==> config.mk <==
export PLATFORM = sky130hd
export DESIGN_NAME = sdc_bus_if
export DESIGN_NICKNAME = d
export VERILOG_FILES = /design/src/rtl/sdc_pkg.sv /design/src/rtl/sdc_bus_if.sv
export SDC_FILE = /design/constraint.sdc
export NUM_CORES = 1
export LEC_CHECK = 0
export BUFFER_PORTS_ARGS = -buffer_cell sky130_fd_sc_hd__buf_2
export CAP_MARGIN = 20
export CORE_ASPECT_RATIO = 1.1
export CORE_MARGIN = 2
export CORE_UTILIZATION = 37
export CTS_CLUSTER_SIZE = 25
export DETAILED_ROUTE_END_ITERATION = 8
export PLACE_DENSITY = 0.65
export SLEW_MARGIN = 20
export SYNTH_ARGS = -nofsm -noshare
export SYNTH_HDL_FRONTEND = slang
export SYNTH_SLANG_ARGS = --single-unit
==> constraint.sdc <==
create_clock -name CLK -period 2 [get_ports CLK]
set_input_delay 0.6 -clock CLK [delete_from_list [all_inputs] [get_ports CLK]]
set_output_delay 0.6 -clock CLK [all_outputs]
set_load 0.05 [all_outputs]
==> src/rtl/sdc_pkg.sv <==
// Shared definitions for the SD controller CPU front end: register offsets,
// the SDC enable magic value and the bus-cycle FSM encoding.
package sdc_pkg;

    localparam logic [3:0] REG_CTRL   = 4'h0;
    localparam logic [3:0] REG_DATA_A = 4'h2;
    localparam logic [3:0] REG_STATUS = 4'h3;
    localparam logic [3:0] REG_CMD    = 4'h8;
    localparam logic [3:0] REG_P1     = 4'h9;
    localparam logic [3:0] REG_P2     = 4'hA;
    localparam logic [3:0] REG_P3     = 4'hB;

    localparam logic [7:0] SDC_MAGIC_DEFAULT = 8'h43;

    typedef enum logic [1:0] {
        ST_IDLE,
        ST_RDWAIT,
        ST_HOLD
    } state_t;

    // Window decode: only the upper 12 address bits select the 16-byte block.
    function automatic logic window_hit(input logic [15:0] addr,
                                        input logic [15:0] base);
        return addr[15:4] == base[15:4];
    endfunction

endpackage

==> src/rtl/sdc_bus_if.sv <==
// 6809 bus front end for the SD controller: turns each E cycle hitting the
// $FF4x window into one read or write strobe and holds $FF40 locally.
module sdc_bus_if
    import sdc_pkg::*;
#(
    parameter logic [15:0] BASE_ADDR = 16'hFF40,
    parameter logic [7:0]  SDC_MAGIC = SDC_MAGIC_DEFAULT,
    parameter int          RD_LAT    = 1
) (
    input  logic        CLK,
    input  logic        RESET_N,
    input  logic [15:0] CPU_ADDR,
    input  logic        CPU_RW,
    input  logic [7:0]  CPU_DOUT,
    input  logic        CPU_VMA,
    input  logic        PH_E,
    input  logic        PH_E_END,
    input  logic [7:0]  SDC_READ_DATA,
    output logic [3:0]  ADDRESS,
    output logic [7:0]  SDC_DATA_IN,
    output logic        SDC_WR,
    output logic        SDC_RD,
    output logic        CLK_EN,
    output logic        SDC_EN,
    output logic [7:0]  CTRL_REG,
    output logic [7:0]  CPU_DIN,
    output logic        CPU_DIN_VALID
);

    localparam logic [1:0] CNT_LAST = 2'(RD_LAT - 1);

    state_t      state_reg, state_next;
    logic [1:0]  cnt_reg;
    logic [3:0]  address_reg;
    logic [7:0]  data_in_reg;
    logic        wr_reg, wr_next;
    logic        rd_reg, rd_next;
    logic [7:0]  ctrl_reg;
    logic        sdc_en_reg;
    logic [7:0]  cpu_din_reg;
    logic        valid_reg;

    logic        hit;
    logic        start;
    logic        latch_req;
    logic        capture;
    logic        release_req;

    assign hit   = CPU_VMA & window_hit(CPU_ADDR, BASE_ADDR);
    assign start = PH_E & hit;

    always_comb begin
        state_next  = state_reg;
        wr_next     = 1'b0;
        rd_next     = 1'b0;
        latch_req   = 1'b0;
        capture     = 1'b0;
        release_req = 1'b0;
        unique case (state_reg)
            ST_IDLE: begin
                if (start) begin
                    latch_req = 1'b1;
                    if (CPU_RW) begin
                        rd_next    = 1'b1;
                        state_next = ST_RDWAIT;
                    end else begin
                        wr_next    = 1'b1;
                        state_next = ST_HOLD;
                    end
                end
            end
            ST_RDWAIT: begin
                // PH_E_END seen here is deliberately dropped; HOLD waits for the next one.
                if (cnt_reg == CNT_LAST) begin
                    capture    = 1'b1;
                    state_next = ST_HOLD;
                end
            end
            ST_HOLD: begin
                if (PH_E_END) begin
                    release_req = 1'b1;
                    state_next  = ST_IDLE;
                end
            end
            default: state_next = ST_IDLE;
        endcase
    end

    always_ff @(posedge CLK or negedge RESET_N) begin
        if (!RESET_N) begin
            state_reg <= ST_IDLE;
            cnt_reg   <= 2'd0;
            wr_reg    <= 1'b0;
            rd_reg    <= 1'b0;
        end else begin
            state_reg <= state_next;
            wr_reg    <= wr_next;
            rd_reg    <= rd_next;
            if (state_reg == ST_RDWAIT)
                cnt_reg <= cnt_reg + 2'd1;
            else
                cnt_reg <= 2'd0;
        end
    end

    // Address and write data only change when a new access is accepted,
    // so they stay frozen through RDWAIT and HOLD.
    always_ff @(posedge CLK or negedge RESET_N) begin
        if (!RESET_N) begin
            address_reg <= 4'h0;
            data_in_reg <= 8'h00;
        end else if (latch_req) begin
            address_reg <= CPU_ADDR[3:0];
            data_in_reg <= CPU_DOUT;
        end
    end

    always_ff @(posedge CLK or negedge RESET_N) begin
        if (!RESET_N) begin
            ctrl_reg   <= 8'h00;
            sdc_en_reg <= 1'b0;
        end else begin
            if (latch_req && !CPU_RW && (CPU_ADDR[3:0] == REG_CTRL))
                ctrl_reg <= CPU_DOUT;
            sdc_en_reg <= (ctrl_reg == SDC_MAGIC);
        end
    end

    // $FF40 reads are answered from the local shadow, not the sdc read mux.
    always_ff @(posedge CLK or negedge RESET_N) begin
        if (!RESET_N) begin
            cpu_din_reg <= 8'h00;
            valid_reg   <= 1'b0;
        end else begin
            if (capture) begin
                cpu_din_reg <= (address_reg == REG_CTRL) ? ctrl_reg : SDC_READ_DATA;
                valid_reg   <= 1'b1;
            end else if (release_req) begin
                valid_reg   <= 1'b0;
            end
        end
    end

    assign ADDRESS       = address_reg;
    assign SDC_DATA_IN   = data_in_reg;
    assign SDC_WR        = wr_reg;
    assign SDC_RD        = rd_reg;
    assign CLK_EN        = rd_reg;
    assign SDC_EN        = sdc_en_reg;
    assign CTRL_REG      = ctrl_reg;
    assign CPU_DIN       = cpu_din_reg;
    assign CPU_DIN_VALID = valid_reg;

endmodule

==> reports/results.md <==
## Outcome
* **outcome** finished, final reports clean

## Setup path
* **category of the worst setup path launch point** input port
* **delay of the slowest critical-path stage** 0.33 ns
* **Crit path required time** 2.16 ns
* **chain of cells forming the critical path** buf_2 > nor4b_4 > and4bb_4 > nand4_4 > mux2_2
* **Crit path arrival time** 1.85 ns
* **critical path class** input port to flop
* **startpoint of the worst setup timing path** CPU_ADDR[5]
* **type of destination of the critical path** flop
* **cell with the biggest individual delay on the critical path** sky130_fd_sc_hd__and4bb_4
* **worst r2r src** state_reg[0]
* **largest fanout of any net on the critical path** 8

## Synthesis
* **top cell type's share of synthesized area** 56.21%
* **total standard cell area after synthesis** 1603 µm²
* **library cell with the largest summed area after synthesis** sky130_fd_sc_hd__dfrtp_1
* **leading post-synthesis cells by instance count** sky130_fd_sc_hd__dfrtp_1, sky130_fd_sc_hd__mux2_2, sky130_fd_sc_hd__mux2_4, sky130_fd_sc_hd__nand2_1
* **number of nets in the synthesized netlist** 158
* **#FFs+latches synth** 36
* **count of different cell masters after synthesis** 28
* **flip-flop cell with the highest count after synthesis** sky130_fd_sc_hd__dfrtp_1
* **average cell area after synthesis** 13.47 µm²
* **Async S/R FF share, synth** 100.0%
* **gate count of the mapped netlist** 119
* **most numerous cell in the Yosys netlist** sky130_fd_sc_hd__dfrtp_1
* **warning count from the yosys run** 0
* **number of flops mapped to enable cells by yosys** 0
* **synth top area cells** sky130_fd_sc_hd__dfrtp_1, sky130_fd_sc_hd__mux2_4, sky130_fd_sc_hd__mux2_2
* **sequential area share after synthesis** 56.21%

## Hold path
* **classification of the worst-slack hold path** input port to async pin

## Route
* **highest metal layer with signal wires** met4
* **metal3 WL** 139 µm
* **total number of vias** 1159
* **DR WL met2** 1.813 mm
* **DRC Markers** 0
* **wire length reported by the detailed router** 3.446 mm
* **Starting DRT DRC Count** 107
* **Vias/cell** 4.636
* **average wire per cell in the routed design** 13.78 µm
* **DRT antenna net count** 0
* **number of detailed-route iterations in the first pass** 4
* **Met1 Wirelength** 1.442 mm

## Cells and area
* **share of final-layout standard cells stronger than drive strength 1** 53.06%
* **Final Util** 49.69%
* **Layout fillers** 392
* **area grow syn2layout** 30.91%
* **Multi-input gate area** 664.4 µm²
* **count of nets after finishing** 235
* **non-filler cells, final** 250
* **ANT cells** 0
* **Seq. cell area** 900.9 µm²

## Placed design
* **number of I/O port buffers** 70
* **half-perimeter wire length of the detailed placement result** 2.673 mm
* **weighted congestion reported at the end of routability-driven placement** 0.7313
* **post-place setup slack** 0.008155 ns
* **number of cells in the design after placement** 243

## Die
* **Rows** 25
* **# IOs** 71
* **Die Area** 4875 µm²
* **effective utilization at floorplan** 37.96%
* **Core Footprint** 4223 µm²
* **Die Height** 73.03 µm
* **width of the die** 66.76 µm

## Global route
* **total track usage** 15.43%
* **global-route wire length before repair** 5.526 mm
* **maximum number of pins on one net before global-route repair** 37
* **number of antenna violations at the first check in global routing** 0
* **number of global-route vias before repair** 1120
* **remaining global-route overflow** 0

## STA
* **Worst Tran Pin Value** 0.5148 ns
* **max-slew violations** 0
* **Slew headroom** 65.58%
* **Post-Route Hold Slack** 0.3412 ns
* **final setup vio count** 0
* **Final WS setup** 0.3164 ns
* **endpoints failing hold** 0
* **worst-case clock skew** 0.006488 ns
* **final cycle utilization of the critical path** 84.18%
* **accumulated negative setup slack** 0 ns
* **unrepaired setup endpoints after global routing** false
* **final worst path period need** 1.684 ns
* **FMAX** 594.0 MHz

## Clock network
* **number of buffers added to fix hold violations after cts** 0
* **number of levels the H-tree was split into** 2
* **largest buffer count on any clock path** 2
* **Root Buffer Master** sky130_fd_sc_hd__clkbuf_8
* **# clock sinks** 36
* **clock latency at the later pin of the worst-skew pair** 0.28 ns
* **CTS clock-pin slew for the worst setup and hold paths** 0.07 ns
* **Num CTS Buffers** 5
* **TritonCTS clock tree** done
* **post-cts repair resize count** 0
* **post-CTS setup-driven buffer insertion count** 0

## Power
* **leakage power of the design** 1.220 nW
* **worst IR drop on VDD** 0.3540 mV
* **areal power density over the cells** 639.4 nW/µm²

## Run
* **number of max-cap violations** 0

## final timing paths
check	endpoint	slack, ns	depth (start not counted)
worst max-delay path	CTRL_REG[6]	0.32	5
worst min-delay path	CPU_DIN[1]	0.34	2
worst max register to register	CTRL_REG[6]	0.43	3
worst min register to register	CPU_DIN[2]	0.48	2
max in group asynchronous	CTRL_REG[3]	1.34	2
min in group CLK	CPU_DIN[2]	0.48	2
## layer usage
layer | track usage [%] | up-vias
met5 | 0 | -
met2 | 25.33 | 23
met3 | 3.549 | 4
met4 | 8.163 | 0
met1 | 18.77 | 558
li1 | - | 574
## placed cells by master (no fill, tap or decap), drive strengths merged, types with 2 or more instances in the layout
cell	count
mux2i	8
inv	4
and3	2
nor4	2
o21ai	8
clkbuf	6
mux2	20
nand2	11
buf	73
nand4	4
dfrtp	36
a21oi	4
nor2	7
## cell families after synthesis
logic type | count (synthesis) | synth area share (%)
flops | 36 | 56.21
simple gates | 34 | 14.99
mux | 28 | 21.39
compound gates | 13 | 4.294
buf+inv | 7 | 2.342
fa+ha+maj | 1 | 0.7805
## worst max-delay path, delay by kind of cell
kind / cells / cell delay, ns
mux: 1 / 0.33
buf+inv: 1 / 0.11
simple gates: 3 / 0.81
## area by class of cell
class                      instances  area share, %
clock inverter                     1         0.2385
inverter                           4         0.7156
sequential                        36          42.93
clock buffer                       6          3.459
timing repair buffer              73          17.77
multi-input combinational         76          31.66
tap                               54          3.220
## power by group
group | switching (mW) | internal [mW] | total, mW
registers | 0.00584 | 0.738 | 0.744
clock network | 0.240 | 0.237 | 0.477
logic | 0.0774 | 0.0436 | 0.121
total | 0.323 | 1.02 | 1.34
## metrics by stage
stage,power [mW],area (µm²)
3_5_place_dp,0.8809,2021
5_1_grt,1.406,2098
4_1_cts,1.357,2098
6_report,1.342,2098
3_3_place_gp,0.8796,2021
2_1_floorplan,0.8093,1603
No activity file was read; power rests on OpenSTA's default activity.
